$ cat src/rtl/wb_arb.sv
// Register-file write-port arbiter: ex-stage writes pass through combinationally and
// divider results are buffered in a small FIFO that drains whenever ex leaves the port idle.
package tinyriscv_pkg;
  localparam int RegAddrBus = 5;
  localparam int RegBus     = 32;
endpackage

module wb_arb
  import tinyriscv_pkg::*;
#(
  parameter int DEPTH = 2
) (
  input  logic                  clk_i,
  input  logic                  rst_ni,
  input  logic                  ex_we_i,
  input  logic [RegAddrBus-1:0] ex_waddr_i,
  input  logic [RegBus-1:0]     ex_wdata_i,
  input  logic                  div_valid_i,
  output logic                  div_ready_o,
  input  logic [RegAddrBus-1:0] div_waddr_i,
  input  logic [RegBus-1:0]     div_wdata_i,
  input  logic [RegAddrBus-1:0] raddr1_i,
  input  logic [RegAddrBus-1:0] raddr2_i,
  output logic                  hazard1_o,
  output logic                  hazard2_o,
  output logic                  we_o,
  output logic [RegAddrBus-1:0] waddr_o,
  output logic [RegBus-1:0]     wdata_o,
  output logic [2:0]            pend_cnt_o
);

  // Storage is sized for the largest legal DEPTH; slots at or above DEPTH are never enqueued.
  localparam int         MAXD    = 4;
  localparam logic [1:0] LAST    = 2'(DEPTH - 1);
  localparam logic [2:0] DEPTH_C = 3'(DEPTH);

  logic [MAXD-1:0]       r_vld;
  logic [RegAddrBus-1:0] r_addr [MAXD];
  logic [RegBus-1:0]     r_data [MAXD];
  logic [1:0]            r_head;
  logic [1:0]            r_tail;
  logic [2:0]            r_cnt;

  logic                  w_ex_req;
  logic                  w_xfer;
  logic                  w_enq;
  logic                  w_pop;
  logic                  w_head_vld;
  logic                  w_nonempty;
  logic [MAXD-1:0]       w_squash;
  logic [MAXD-1:0]       w_vld_nxt;

  function automatic logic [1:0] ptr_inc(input logic [1:0] p);
    return (p == LAST) ? 2'd0 : p + 2'd1;
  endfunction

  assign w_ex_req    = ex_we_i && (ex_waddr_i != '0);
  assign div_ready_o = (r_cnt < DEPTH_C);
  assign w_xfer      = div_valid_i && div_ready_o;
  assign w_enq       = w_xfer && (div_waddr_i != '0);
  assign w_nonempty  = (r_cnt != 3'd0);
  assign w_head_vld  = r_vld[r_head];
  // A squashed head carries no write, so it retires even while ex owns the port.
  assign w_pop       = w_nonempty && (!w_ex_req || !w_head_vld);
  assign pend_cnt_o  = r_cnt;

  always_comb begin
    w_squash  = '0;
    hazard1_o = 1'b0;
    hazard2_o = 1'b0;
    for (int i = 0; i < MAXD; i++) begin
      if (w_ex_req && r_vld[i] && (r_addr[i] == ex_waddr_i)) w_squash[i] = 1'b1;
      if (r_vld[i] && (raddr1_i != '0) && (r_addr[i] == raddr1_i)) hazard1_o = 1'b1;
      if (r_vld[i] && (raddr2_i != '0) && (r_addr[i] == raddr2_i)) hazard2_o = 1'b1;
    end
  end

  always_comb begin
    w_vld_nxt = r_vld & ~w_squash;
    if (w_pop) w_vld_nxt[r_head] = 1'b0;
    if (w_enq) w_vld_nxt[r_tail] = 1'b1;
  end

  always_comb begin
    we_o    = 1'b0;
    waddr_o = '0;
    wdata_o = '0;
    if (w_ex_req) begin
      we_o    = 1'b1;
      waddr_o = ex_waddr_i;
      wdata_o = ex_wdata_i;
    end else if (w_nonempty && w_head_vld) begin
      we_o    = 1'b1;
      waddr_o = r_addr[r_head];
      wdata_o = r_data[r_head];
    end
  end

  always_ff @(posedge clk_i) begin
    if (!rst_ni) begin
      r_vld  <= '0;
      r_head <= 2'd0;
      r_tail <= 2'd0;
      r_cnt  <= 3'd0;
    end else begin
      r_vld <= w_vld_nxt;
      r_cnt <= r_cnt + {2'b00, w_enq} - {2'b00, w_pop};
      if (w_pop) r_head <= ptr_inc(r_head);
      if (w_enq) r_tail <= ptr_inc(r_tail);
    end
  end

  // Payload needs no reset: a slot is only ever read while its valid bit or count covers it.
  always_ff @(posedge clk_i) begin
    if (rst_ni && w_enq) begin
      r_addr[r_tail] <= div_waddr_i;
      r_data[r_tail] <= div_wdata_i;
    end
  end

endmodule

$ cat config.mk
export PLATFORM = sky130hd
export DESIGN_NAME = wb_arb
export DESIGN_NICKNAME = d
export VERILOG_FILES = /design/src/rtl/wb_arb.sv
export SDC_FILE = /design/constraint.sdc
export NUM_CORES = 1
export LEC_CHECK = 0
export CAP_MARGIN = 10
export CORE_MARGIN = 2
export CORE_UTILIZATION = 47
export CTS_CLUSTER_SIZE = 8
export DETAILED_ROUTE_END_ITERATION = 10
export PLACE_DENSITY_LB_ADDON = 0.3
export SLEW_MARGIN = 20
export SYNTH_ARGS = -nofsm -noshare
export SYNTH_HDL_FRONTEND = slang
export SYNTH_SLANG_ARGS = --single-unit
export TNS_END_PERCENT = 30
$ cat constraint.sdc
create_clock -name clk_i -period 4 [get_ports clk_i]
set_clock_uncertainty 0.1 [all_clocks]
set_input_delay 0.8 -clock clk_i [delete_from_list [all_inputs] [get_ports clk_i]]
set_output_delay 0.8 -clock clk_i [all_outputs]
set_load 0.02 [all_outputs]
==> implementation parameters, run 1 <==
Parameter                              Value

Timing
  Portion of the clock cycle consumed by the worst path in the final layout ... 98.1%
  Unrepaired setup endpoints after global routing ... false
  Fin Hold WS ... 0.424 ns
  Number of endpoints failing setup at the final stage ... 0
  Final sum of negative setup slack ... 0 ns
  Final-report max-slew violation count ... 0
  Maximum clock rate ... 255 MHz
  Count of endpoints failing hold in the final timing report ... 0
  Crit path time final ... 3.93 ns
  Headroom to the max-slew limit ... 55.7%
  Slew at the pin with the worst max-slew slack ... 0.660 ns

Global route
  Global-route congestion overflow total ... 0
  All-layer global routing usage ... 20.5%
  Number of antenna violations at the first check in global routing ... 0
  Global-route wire length before repair ... 24300 µm
  Number of global-route vias before repair ... 4408
  Largest net degree at the start of global routing ... 33

Synth
  Portion of the post-synthesis area used by sequential elements ... 66.8%
  Post-Syn Area per Cell ... 17.4 µm²
  Portion of synthesized cell area occupied by the leading cell type ... 63.1%
  Netlist cell types ... 31
  Share of synthesized flip-flops with an asynchronous set or reset ... 0%
  Post-synth EDFFs ... 148
  Net Count, Synth ... 497
  Main flop type after synthesis ... edfxtp_1
  Cell count after synthesis ... 405
  FF+latch count, synth ... 161
  Top cell type by total area after synthesis ... edfxtp_1
  Cells taking the most area after synthesis ... edfxtp_1 63%, mux4_2 12%, xor2_1 5.7%
  YS warnings ... 0
  Netlist Area Pre-Place ... 7050 µm²

Routing
  Number of violations reported at the end of detailed-routing iteration 0 ... 239
  Number of nets still failing antenna checks after routing ... 0
  Drt first pass iters ... 4
  Average vias per placed instance ... 5.57
  Detailed-route wire length ... 15800 µm
  Via count of the routed design ... 4131
  Number of remaining DRC errors ... 0
  Post-DR wirelength/cell ... 21.3 µm

Setup path
  Top delay family on crit path ... buffers and inverters
  Most frequent CP cell ... clkdlybuf4s50_1
  Cells traversed along the worst timing path ... clkdlybuf4s50_1 -> or4_1 -> o21a_2 -> buf_4 -> nand2b_1 -> clkdlybuf4s50_1
  Worst Path Buf+Inv ... 3
  Worst stage delay on the critical path ... 0.54 ns
  Max stage delay cell, worst path ... clkdlybuf4s50_1
  Worst setup EP type ... output pin
  Startpoint Class ... input port
  Required time reported for the critical path endpoint ... 3.10 ns
  Setup Crit Path Kind ... input port to output pin
  Arrival @ worst endpoint ... 3.03 ns
  Maximum fanout count along the critical path ... 32

Die
  Horizontal die dimension ... 126 µm
  Core Box Area ... 14600 µm²
  Total Die Area ... 16000 µm²
  Core Rows ... 44
  Top-level port count ... 132
  Starting density of the core ... 48.3%
  Vert. Die Dim ... 126 µm

Cells and area
  Most frequent cells in the layout ... 148 x edfxtp_1, 94 x clkdlybuf4s50_1, 46 x xor2_1, 38 x mux4_2, 37 x a22o_1
  Number of antenna diodes ... 0
  Number of filler instances in the final layout ... 1049
  Most common cell after layout, fill and taps aside ... edfxtp_1
  Synthesis-to-finish area growth ... 31.1%
  Net count reported at finish ... 637
  Share of cells above drive strength 1 ... 17.0%

CTS
  Clock net sink count ... 161
  Number of buffers created by CTS ... 17
  Number of buffers on the longest clock path ... 2
  Number of levels in the clock H-tree ... 4
  Insertion delay to the later sink of the worst-skew pair ... 0.42 ns
  TritonCTS clock tree ... built
  Register clock-pin slew on the reported worst setup and hold paths ... 0.06 ns
  Clock tree root buffer cell ... clkbuf_16
  # hold bufs at CTS ... 0

Status
  Status ... finished clean

Flow run
  Max Cap Violations ... 0

Power
  Leakage ... 3.30 nW
  Power Density ... 490 nW/µm²
  Worst vdd ir ... 0.297 mV

Hold path
  Class of the worst hold path ... flop to flop

Placed design
  RD Place Congestion ... 0.911
  Detailed placer's ending HPWL ... 10800 µm
  Port buffer count ... 131
[cell families after synthesis]
family | count (synthesis) | synth area share [%]
DFF | 161 | 66.8
xor gates and xnor gates | 63 | 7.83
and+or+nand+nor | 54 | 4.44
AOI/OAI and AO/OA | 48 | 5.70
muxes | 38 | 12.1
buffers and inverters | 37 | 2.29
adders and majority gates | 4 | 0.817
[synthesized netlist by cell type, types with 5 or more instances]
| library cell | number |
|---|---|
| nor3_1 | 8 |
| a22o_1 | 37 |
| clkbuf_1 | 24 |
| xnor2_1 | 17 |
| dfxtp_1 | 13 |
| inv_1 | 5 |
| xor2_1 | 46 |
| nor4_1 | 8 |
| edfxtp_1 | 148 |
| nand4_1 | 6 |
| nand3_1 | 10 |
| buf_2 | 5 |
| mux4_2 | 38 |
| or4_1 | 5 |
[state kept, by name (all words and copies together), names as in the netlist, named ones only]
signal      flops
pend_cnt_o      3
r_addr         20
r_data        128
r_head          2
r_tail          2
r_vld           4
[worst register-to-register path: stages, from the launching register on]
cell	delay [ns]
dfxtp_1	0.47
mux4_2	0.56
a21oi_1	0.29
ha_1	0.29
inv_1	0.05
ha_1	0.13
inv_1	0.05
fa_1	0.38
xor2_1	0.17
and2_1	0.16
[layout make-up]
class | instances | area, µm² | area share, %
Sequential cell | 161 | 4710 | 51.0
Multi-Input combinational cell | 207 | 2210 | 23.9
Timing Repair Buffer | 153 | 1520 | 16.4
Clock buffer | 20 | 437 | 4.73
Tap cell | 184 | 230 | 2.49
Clock inverter | 12 | 118 | 1.27
Inverter | 5 | 18.8 | 0.203
[stage by stage]
| stage | cell area (µm²) | power, W | std cells | utilization (%) | setup WS, ns |
|---|---|---|---|---|---|
| after floorplan | 7050 | 0.00267 | 405 | - | -0.309 |
| after global placement | 8680 | 0.00307 | 710 | 59.5 | 0.0186 |
| after detailed placement | 8680 | 0.00309 | 710 | 59.5 | -0.0410 |
| after CTS | 9210 | 0.00458 | 742 | 63.1 | 0.00480 |
| after global routing | 9240 | 0.00473 | 742 | 63.3 | 0.0189 |
| final | 9240 | 0.00453 | 742 | 63.3 | 0.0742 |
[worst paths after layout]
kind | start | to | slack [ns] | depth (start not counted)
setup / recovery | ex_waddr_i[1] | we_o | 0.07 | 6
hold / removal | r_head[1] | flop | 0.42 | 2
setup reg to reg | r_head[0] | pend_cnt_o[2] | 1.23 | 9
hold reg to reg | r_head[1] | flop | 0.42 | 2
[routing by layer]
metal  wire length, µm  GRT usage, %
met5                 0             0
met3               751          4.56
met1              6470          25.0
met2              8270          34.9
met4               324          9.24
[repair_timing]
item,CTS,global route
setup buffers,0,0
gates resized for setup,24,13
endpoints found under the setup margin,24,13
hold endpoints to repair,0,0
[report_power, final]
| group | leakage [nW] | internal (W) | switching (W) | total, W |
|---|---|---|---|---|
| Sequential | 1.45 | 0.00195 | 0.0000652 | 0.00201 |
| Clock | 0.272 | 0.000909 | 0.000600 | 0.00151 |
| Combinational | 1.59 | 0.000522 | 0.000487 | 0.00101 |
| Total | 3.30 | 0.00338 | 0.00115 | 0.00453 |
Note: power is estimated with default switching activity, not from simulation.
==> inputs of run 2 (changes only) <==
--- a/config.mk
+++ b/config.mk
@@ -11,7 +11,7 @@
 export CTS_CLUSTER_SIZE = 8
 export DETAILED_ROUTE_END_ITERATION = 10
 export PLACE_DENSITY_LB_ADDON = 0.3
-export SLEW_MARGIN = 20
+export SLEW_MARGIN = 30
 export SYNTH_ARGS = -nofsm -noshare
 export SYNTH_HDL_FRONTEND = slang
 export SYNTH_SLANG_ARGS = --single-unit
==> results of run 2 <==
Final layout, timing and power as in run 1 (identical DEF).
